$ cat src/rtl/hamming74_serial_tx_pkg.sv
// Shared definitions for the Hamming(7,4) serial transmitter and its decoder.
// Codeword bit i-1 holds position i; positions are p1 p2 d1 p4 d2 d3 d4.
package hamming74_serial_tx_pkg;

  localparam int unsigned CwWidth   = 7;
  localparam int unsigned DataWidth = 4;
  // Start bit + 7 code bits + stop bit.
  localparam int unsigned FrameBits = 9;

  typedef enum logic [1:0] {
    StIdle  = 2'd0,
    StStart = 2'd1,
    StData  = 2'd2,
    StStop  = 2'd3
  } tx_state_e;

  // Parity coverage masks: parity p_k covers every position whose index has bit k set.
  localparam logic [CwWidth-1:0] P1Cover = 7'b1010101;  // positions 1,3,5,7
  localparam logic [CwWidth-1:0] P2Cover = 7'b1100110;  // positions 2,3,6,7
  localparam logic [CwWidth-1:0] P4Cover = 7'b1111000;  // positions 4,5,6,7

  // Scatter d1..d4 into positions 3,5,6,7 with parity slots left at zero.
  function automatic logic [CwWidth-1:0] place_data(input logic [DataWidth-1:0] d);
    return {d[3], d[2], d[1], 1'b0, d[0], 2'b00};
  endfunction

endpackage

$ cat src/rtl/hamming74_encode.sv
// Combinational Hamming(7,4) encoder with optional single-bit error injection.
// Also used by the decoder's bench as a golden encoder.
module hamming74_encode
  import hamming74_serial_tx_pkg::*;
(
  input  logic [DataWidth-1:0] data_in,
  input  logic [2:0]           err_pos,
  output logic [CwWidth-1:0]   codeword
);

  logic [CwWidth-1:0] data_placed;
  logic [CwWidth-1:0] clean_cw;
  logic [CwWidth-1:0] flip_mask;

  // Fill parity slots from the coverage masks, then flip position err_pos if non-zero.
  always_comb begin
    data_placed = place_data(data_in);
    clean_cw    = data_placed;
    // Parity slots are zero in data_placed, so each XOR sees only its data bits.
    clean_cw[0] = ^(data_placed & P1Cover);
    clean_cw[1] = ^(data_placed & P2Cover);
    clean_cw[3] = ^(data_placed & P4Cover);
    flip_mask   = '0;
    if (err_pos != 3'd0) begin
      flip_mask = CwWidth'(1) << (err_pos - 3'd1);
    end
    codeword = clean_cw ^ flip_mask;
  end

endmodule

$ cat src/rtl/hamming74_serial_tx.sv
// Hamming(7,4) serial transmitter: accepts a nibble, encodes it (with optional
// error injection) and shifts out start bit, 7 code bits LSB first, stop bit.
module hamming74_serial_tx
  import hamming74_serial_tx_pkg::*;
#(
  parameter int unsigned CLKS_PER_BIT = 4
) (
  input  logic                 clk,
  input  logic                 reset,
  input  logic [DataWidth-1:0] data_in,
  input  logic [2:0]           err_pos,
  input  logic                 data_valid,
  output logic                 data_ready,
  output logic                 tx_out,
  output logic                 tx_busy,
  output logic                 frame_done,
  output logic [CwWidth-1:0]   codeword_out
);

  localparam int unsigned CycW = (CLKS_PER_BIT > 1) ? $clog2(CLKS_PER_BIT) : 1;
  localparam logic [CycW-1:0] CycLast = CycW'(CLKS_PER_BIT - 1);
  // Index of the last data bit: frame minus start and stop, minus one.
  localparam logic [2:0] BitLast = 3'(FrameBits - 3);

  tx_state_e          state_q;
  logic [CycW-1:0]    cyc_q;
  logic [2:0]         bit_q;
  logic [CwWidth-1:0] shift_q;
  logic [CwWidth-1:0] cw_q;
  logic               tx_q;
  logic               done_q;

  logic [CwWidth-1:0] enc_cw;
  logic               accept;
  logic               cyc_wrap;

  hamming74_encode u_encode (
    .data_in  (data_in),
    .err_pos  (err_pos),
    .codeword (enc_cw)
  );

  assign accept   = data_valid && data_ready;
  assign cyc_wrap = (cyc_q == CycLast);

  // FSM, counters, shift register and registered line/pulse outputs.
  always_ff @(posedge clk) begin
    if (reset) begin
      state_q <= StIdle;
      cyc_q   <= '0;
      bit_q   <= '0;
      shift_q <= '0;
      cw_q    <= '0;
      tx_q    <= 1'b1;
      done_q  <= 1'b0;
    end else begin
      done_q <= 1'b0;
      unique case (state_q)
        StIdle: begin
          if (accept) begin
            state_q <= StStart;
            tx_q    <= 1'b0;
            cyc_q   <= '0;
            bit_q   <= '0;
            shift_q <= enc_cw;
            cw_q    <= enc_cw;
          end
        end
        StStart: begin
          if (cyc_wrap) begin
            state_q <= StData;
            cyc_q   <= '0;
            tx_q    <= shift_q[0];
          end else begin
            cyc_q <= cyc_q + CycW'(1);
          end
        end
        StData: begin
          if (cyc_wrap) begin
            cyc_q <= '0;
            if (bit_q == BitLast) begin
              state_q <= StStop;
              tx_q    <= 1'b1;
              // With one clock per bit the first stop cycle is also the last.
              done_q  <= (CycLast == '0);
            end else begin
              bit_q   <= bit_q + 3'd1;
              shift_q <= {1'b0, shift_q[CwWidth-1:1]};
              tx_q    <= shift_q[1];
            end
          end else begin
            cyc_q <= cyc_q + CycW'(1);
          end
        end
        StStop: begin
          if (cyc_wrap) begin
            state_q <= StIdle;
            cyc_q   <= '0;
          end else begin
            cyc_q  <= cyc_q + CycW'(1);
            // Raise the pulse so it is visible during the final stop cycle.
            done_q <= ((cyc_q + CycW'(1)) == CycLast);
          end
        end
        default: begin
          state_q <= StIdle;
          tx_q    <= 1'b1;
        end
      endcase
    end
  end

  // Handshake and status decode from the registered state.
  always_comb begin
    data_ready   = (state_q == StIdle) && !reset;
    tx_busy      = (state_q != StIdle);
    tx_out       = tx_q;
    frame_done   = done_q;
    codeword_out = cw_q;
  end

endmodule

$ cat config.mk
export PLATFORM = sky130hd
export DESIGN_NAME = hamming74_serial_tx
export DESIGN_NICKNAME = d
export VERILOG_FILES = /design/src/rtl/hamming74_serial_tx_pkg.sv /design/src/rtl/hamming74_encode.sv /design/src/rtl/hamming74_serial_tx.sv
export SDC_FILE = /design/constraint.sdc
export NUM_CORES = 1
export LEC_CHECK = 0
export ABC_AREA = 1
export BUFFER_PORTS_ARGS = -buffer_cell sky130_fd_sc_hd__buf_2
export CORE_MARGIN = 2
export CORE_UTILIZATION = 45
export DETAILED_ROUTE_END_ITERATION = 12
export PLACE_DENSITY_LB_ADDON = 0.25
export SYNTH_ARGS = -nofsm -noshare
export SYNTH_HDL_FRONTEND = slang
export SYNTH_SLANG_ARGS = --single-unit
$ cat constraint.sdc
create_clock -name clk -period 4.75 [get_ports clk]
set_clock_uncertainty 0.2 [all_clocks]
set_input_delay 0.2375 -clock clk [delete_from_list [all_inputs] [get_ports clk]]
set_output_delay 0.2375 -clock clk [all_outputs]
set_load 0.02 [all_outputs]
# Yosys cells after proc, flatten, opt, wreduce, memory -nomap -nowiden
# Index checks and enable logic that the tools add are counted.
# W data, S select, Z words.
classes:
  n_eq_ne: 12
  multipliers: 0
  n_reduce_logical: 17
  n_shift: 1
  bitwise_logic: 2
  n_addsub: 3
  mux: 23
  div_mod_pow: 0
  order_cmp: 0
ops:
  columns: ["operator", "n"]
  rows:
  - ["$mux W7", 4]
  - ["$reduce_xor A7 Y1", 3]
  - ["$mux W2", 7]
  - ["$pmux W7 S2", 1]
  - ["$ne A2 B2 Y1 const B", 6]
  - ["$mux W3", 3]
  - ["$eq A2 B2 Y1 const B", 4]
  - ["$pmux W2 S4", 1]
  - ["$reduce_and A4 Y1", 2]
  - ["$shl A1 B3 Y7 const A", 1]
  - ["$xor A7 B7 Y7", 1]
  - ["$pmux W3 S2", 1]
  - ["$reduce_bool A3 Y1", 2]
  - ["$reduce_or A3 Y1", 2]
  - ["$reduce_and A5 Y1", 1]
  - ["$mux W1", 4]
  - ["$pmux W2 S2", 1]
  - ["$reduce_bool A2 Y1", 2]
  - ["$add A3 B1 Y3 const B", 1]
  - ["$eq A3 B3 Y1 const B", 1]
  - ["$pmux W1 S3", 1]
  - ["$sub A3 B1 Y3 const B", 1]
  - ["$add A2 B1 Y2 const B", 1]
  - ["$eq A2 B1 Y1 const B", 1]
  - ["other kinds (5)", 6]
word_totals:
  mem_bits_rw: 0
  latch_bits: 0
  romBits: 0
  memories: 0
  regBits: 23

# Longest topological paths before layout
depth:
  depth_word: 6
  depth_mapped: 11
  ltp_nobuf: 11

# By module
# Synthesis repeated with hierarchy kept, for this count alone.
unflattened:
  cells_unflattened: 220
  hier_area_um2: 1539.0
modules_own_cells:
  columns: ["module", "instances", "area_each_um2", "seq_area_each_um2", "cells_each"]
  rows:
  - ["hamming74_serial_tx", 1, 1296.2, 460.4, 171]
  - ["hamming74_encode", 1, 242.7, 0.0, 49]

# Least setup slack after synthesis
# Ideal clock, no wire load.
synth_path:
  path_type: "register to register"
  startpoint: "reg state_q[0]"
  endpoint: "reg state_q[1]"
  arrival_ns: 1.445
  setup_ns: 0.115
  setup_slack_ns: 2.990
  n_path_buf: 1
  stages_incl_launch_ff: 10
  path_cell_list: "dfxtp_1 -> inv_1 -> ha_1 -> buf_4 -> o21ai_1 -> nand2_2 -> nor2_2 -> nor2_1 -> a21oi_1 -> nor2_1"
synth_between:
  elab_chain_len: 5
synth_rtl:
  columns: ["item", "line_no", "source"]
  rows:
  - ["from (decl)", "hamming74_serial_tx.sv:25", "tx_state_e state_q;"]
  - ["from (signal assigned)", "hamming74_serial_tx.sv:49", "state_q <= StIdle;"]
  - ["from (signal assigned)", "hamming74_serial_tx.sv:61", "state_q <= StStart;"]
  - ["from (signal assigned)", "hamming74_serial_tx.sv:71", "state_q <= StData;"]
  - ["$logic_not A2 Y1", "hamming74_serial_tx.sv:58, hamming74_serial_tx.sv:115", null]
  - ["$logic_and A1 B1 Y1", "hamming74_serial_tx.sv:115", "data_ready = (state_q == StIdle) && !reset;"]
  - ["$logic_and A1 B1 Y1", "hamming74_serial_tx.sv:43", "assign accept = data_valid && data_ready;"]
  - ["$ne A2 B2 Y1 (no source line)", null, null]
  - ["$reduce_and A5 Y1 (no source line)", null, null]
# Several ways; a longest one is shown, not always the timed one.
# A chain may end at the register's enable or synchronous reset.

# Final worst setup path
layout_path:
  startpoint: "reg state_q[0]"
  endpoint: "reg bit_q[2]"
layout_between:
  elab_chain_len: 5
layout_rtl:
  columns: ["item", "line_no", "source"]
  rows:
  - ["$logic_not A2 Y1", "hamming74_serial_tx.sv:58, hamming74_serial_tx.sv:115", null]
  - ["$logic_and A1 B1 Y1", "hamming74_serial_tx.sv:115", null]
  - ["$logic_and A1 B1 Y1", "hamming74_serial_tx.sv:43", null]
  - ["$ne A2 B2 Y1 (no source line)", null, null]
  - ["$reduce_and A4 Y1 (no source line)", null, null]
  - ["to (signal assigned)", "hamming74_serial_tx.sv:87", "bit_q <= bit_q + 3'd1;"]
  - ["to (decl)", "hamming74_serial_tx.sv:27", "logic [2:0] bit_q;"]
# Several ways; a longest one is shown, not always the timed one.

==> out/results.txt <==
Register clock-pin slew on the reported worst setup and hold paths - 0.12 ns
First drt pass iteration count - 4
Cell type with the largest total area after synthesis - sky130_fd_sc_hd__dfxtp_1
Signal arrival time at the worst endpoint - 2.25 ns
Placer's final routability congestion estimate - 0.918
Layout Area Growth over Synthesis - 10.4%
Worst slew margin relative to its limit - 0.638
Total die area - 3670 um^2
Layout cell share with drive strength beyond 1 - 0.175
Pin count of the biggest net entering global routing - 17
Min-delay worst type - input pin to flop
Switch Pwr - 0.401 mW
Max IR drop VDD - 283 uV
DP Cell Count - 268
Clock tree from TritonCTS - done
Crit. Startpoint - state_q[0]
Post-synthesis share of cell area spent on full adders, half adders and majority gates - 0.0956
Number of hold violations in the final report - 0
Area of the core - 3050 um^2
Final global-route overflow total - 0
Worst path setup slack after routing - 2.55 ns
Total CTS buffers - 3
Number of setup violations in the final report - 0
Final design area excluding fillers - 1590 um^2
Ratio of total power to cell area - 533 nW/um^2
Average detailed-routed wire length per instance - 10.5 um
Ranking of synthesized cells by area - sky130_fd_sc_hd__dfxtp_1, sky130_fd_sc_hd__nand2_1, sky130_fd_sc_hd__nand3_1
Mapped Area - 1440 um^2
Final Non-Filler Cells - 272
Share of the yosys chip area belonging to registers - 0.320
Post-synthesis net count - 229
I/O pin count - 21
Antenna violations before repair - 0
Hold buffer count at cts - 0
Antenna violation net count after detailed routing - 0
H-tree depth - 1
Final period demand of the worst path - 2.20 ns
Type of element launching the critical path - flop
Dominant register cell in the synthesized netlist - sky130_fd_sc_hd__dfxtp_1
Clock network power share - 0.102
Post-CTS Repair Setup Buffers - 0
IO buf count - 20
Largest family of logic cells by synthesized area - simple AND/OR/NAND/NOR gates
Max Root-Sink Buffers - 2
Post-CTS sizing - 0
Category of the critical setup timing path - flop to flop
Remaining routing DRC violations - 0
Final nets - 250
Initial detailed-routing violation count - 37
Clock insertion delay at the later pin of the skew report - 0.30 ns
Status - completed
Final wirelength - 2.86 mm
Detailed-route via count - 1,284
Setup repair after global routing missed its margin - no
Required time of the critical path - 4.80 ns
Area post-placement - 1560 um^2
Yosys cell types - 23
Die X-Extent - 60.6 um
Basic-gate share of the synthesized area counting and, or, nand and nor cells - 0.371
Die H - 60.6 um
Worst slack at placement - 2.58 ns
Number of cell rows - 20
Source of the worst hold timing path - reset
Starting density of the core - 0.472
Synth warnings - 0
Switching power as a share of total power - 0.473
Fill count - 328
Crit Path Max Fanout - 13
All-layer global routing usage - 0.178
Antenna diode count - 0
Per-instance average area after synthesis - 6.92 um^2
Synth top cells by count - sky130_fd_sc_hd__nand2_1, sky130_fd_sc_hd__nand3_1, sky130_fd_sc_hd__dfxtp_1, sky130_fd_sc_hd__inv_1, sky130_fd_sc_hd__nor2_1
Kind of end point of the critical path - flop
Total clock sinks - 23
Count of final max-slew check failures - 0
Compound-gate portion of the synthesized area - 0.0912
Register bit count reported by yosys - 23
Share of the cycle needed by the critical path after routing - 0.463
Measured slew at the worst slew-check pin - 0.542 ns
Highest Clock Rate - 455 MHz
Clock root buffer master - sky130_fd_sc_hd__clkbuf_4
Synth top area share - 0.320
Reg-to-reg critical path startpoint - state_q[0]
Number of synthesized flops with an enable pin - 0
Global-route wire length before repair - 4.93 mm
Number of standard cells after synthesis - 208
Internal Power - 0.447 mW
Parity-gate share of the synthesized area counting xor and xnor cells - 0.0304
Vias per cell - 4.72
Sequential group share of total power - 0.349
Async set-or-reset flop fraction in the synthesized netlist - 0
Proportion of power drawn by combinational gates - 0.548
Dpl hpwl - 2.27 mm
Multiplexer share of the synthesized area - 0
Leakage power - 0.841 nW
Summed negative setup slack over all endpoints - 0 ns
Most repeated cell in the gate-level netlist after synthesis - sky130_fd_sc_hd__nand2_1
Via count of the first global-routing pass - 1,162
# Max-Cap Violations - 0
-- power by group through the flow --
stage / sequential, mW / combinational [mW] / clock, mW
6_report: 0.296 / 0.465 / 0.0867
5_1_grt: 0.306 / 0.529 / 0.0996
4_1_cts: 0.296 / 0.469 / 0.0930
3_5_place_dp: 0.301 / 0.465 / 0
3_3_place_gp: 0.300 / 0.464 / 0
2_1_floorplan: 0.313 / 0.368 / 0
-- routing by layer --
layer	GRT usage	share of wire	vias to the layer above	routed length [um]
met2	0.272	0.43	21	1220
met5	0	0	-	0
met1	0.260	0.54	553	1530
met4	0.0280	0.0056	0	16
met3	0.0448	0.032	2	92
li1	-	-	708	-
-- flip-flops by register name, summed over array words and instances (netlist names) --
register and count:
frame_done 1, state_q 2, shift_q 7, cyc_q 2, bit_q 3, codeword_out 7, tx_out 1
-- kinds of logic (layout without fill, tap and decap cells) --
family | Yosys count | in the layout
adder cells (fa/ha/maj) | 11 | 11
AO/OA/AOI/OAI | 21 | 21
flip-flops | 23 | 23
buffers and inverters | 31 | 51
AND/OR/NAND/NOR | 117 | 117
XOR/XNOR | 5 | 5
-- critical path, cell delays in order, from the launching register on --
cell	delay, ns
sky130_fd_sc_hd__dfxtp_1	0.43
sky130_fd_sc_hd__inv_1	0.12
sky130_fd_sc_hd__ha_1	0.40
sky130_fd_sc_hd__inv_2	0.21
sky130_fd_sc_hd__nor2_1	0.06
sky130_fd_sc_hd__nor2_1	0.17
sky130_fd_sc_hd__nand3_4	0.19
sky130_fd_sc_hd__inv_2	0.15
sky130_fd_sc_hd__nand3_1	0.08
sky130_fd_sc_hd__a21oi_1	0.14
-- layout by cell type (no fill, tap or decap), types with 2 or more instances in the layout --
master and instances:
sky130_fd_sc_hd__a21oi_1 9, sky130_fd_sc_hd__a21oi_2 4, sky130_fd_sc_hd__buf_2 20, sky130_fd_sc_hd__clkbuf_4 3
sky130_fd_sc_hd__dfxtp_1 23, sky130_fd_sc_hd__ha_1 11, sky130_fd_sc_hd__inv_1 23, sky130_fd_sc_hd__inv_2 4
sky130_fd_sc_hd__nand2_1 53, sky130_fd_sc_hd__nand2_2 3, sky130_fd_sc_hd__nand3_1 35, sky130_fd_sc_hd__nor2_1 19
sky130_fd_sc_hd__nor2_4 2, sky130_fd_sc_hd__o21ai_0 2, sky130_fd_sc_hd__o21ai_1 5, sky130_fd_sc_hd__xor2_1 5
-- area by class of cell --
cell class                      count  area [um^2]  area share
Timing Repair Buffer               20          100      0.0629
Clock buffer                        4         26.3      0.0165
Inverter                           27          101      0.0637
Sequential cell                    23          460       0.290
Tap cell                           44         55.1      0.0346
Multi-Input combinational cell    154          847       0.533
-- through the flow --
stage	utilization	hold slack (ns)	power, mW
floorplan	-	0.244	0.680
global placement	0.512	0.261	0.764
detailed placement	0.512	0.258	0.765
CTS	0.521	0.0628	0.858
global route	0.521	0.0620	0.935
finish	0.521	0.0718	0.848
-- final timing paths --
check / end / slack, ns / depth (start not counted)
max: bit_q[2] / 2.55 / 9
min: state_q[1] / 0.07 / 2
max reg2reg: bit_q[2] / 2.55 / 9
min reg2reg: codeword_out[5] / 0.28 / 2
No activity file was read; power rests on OpenSTA's default activity.
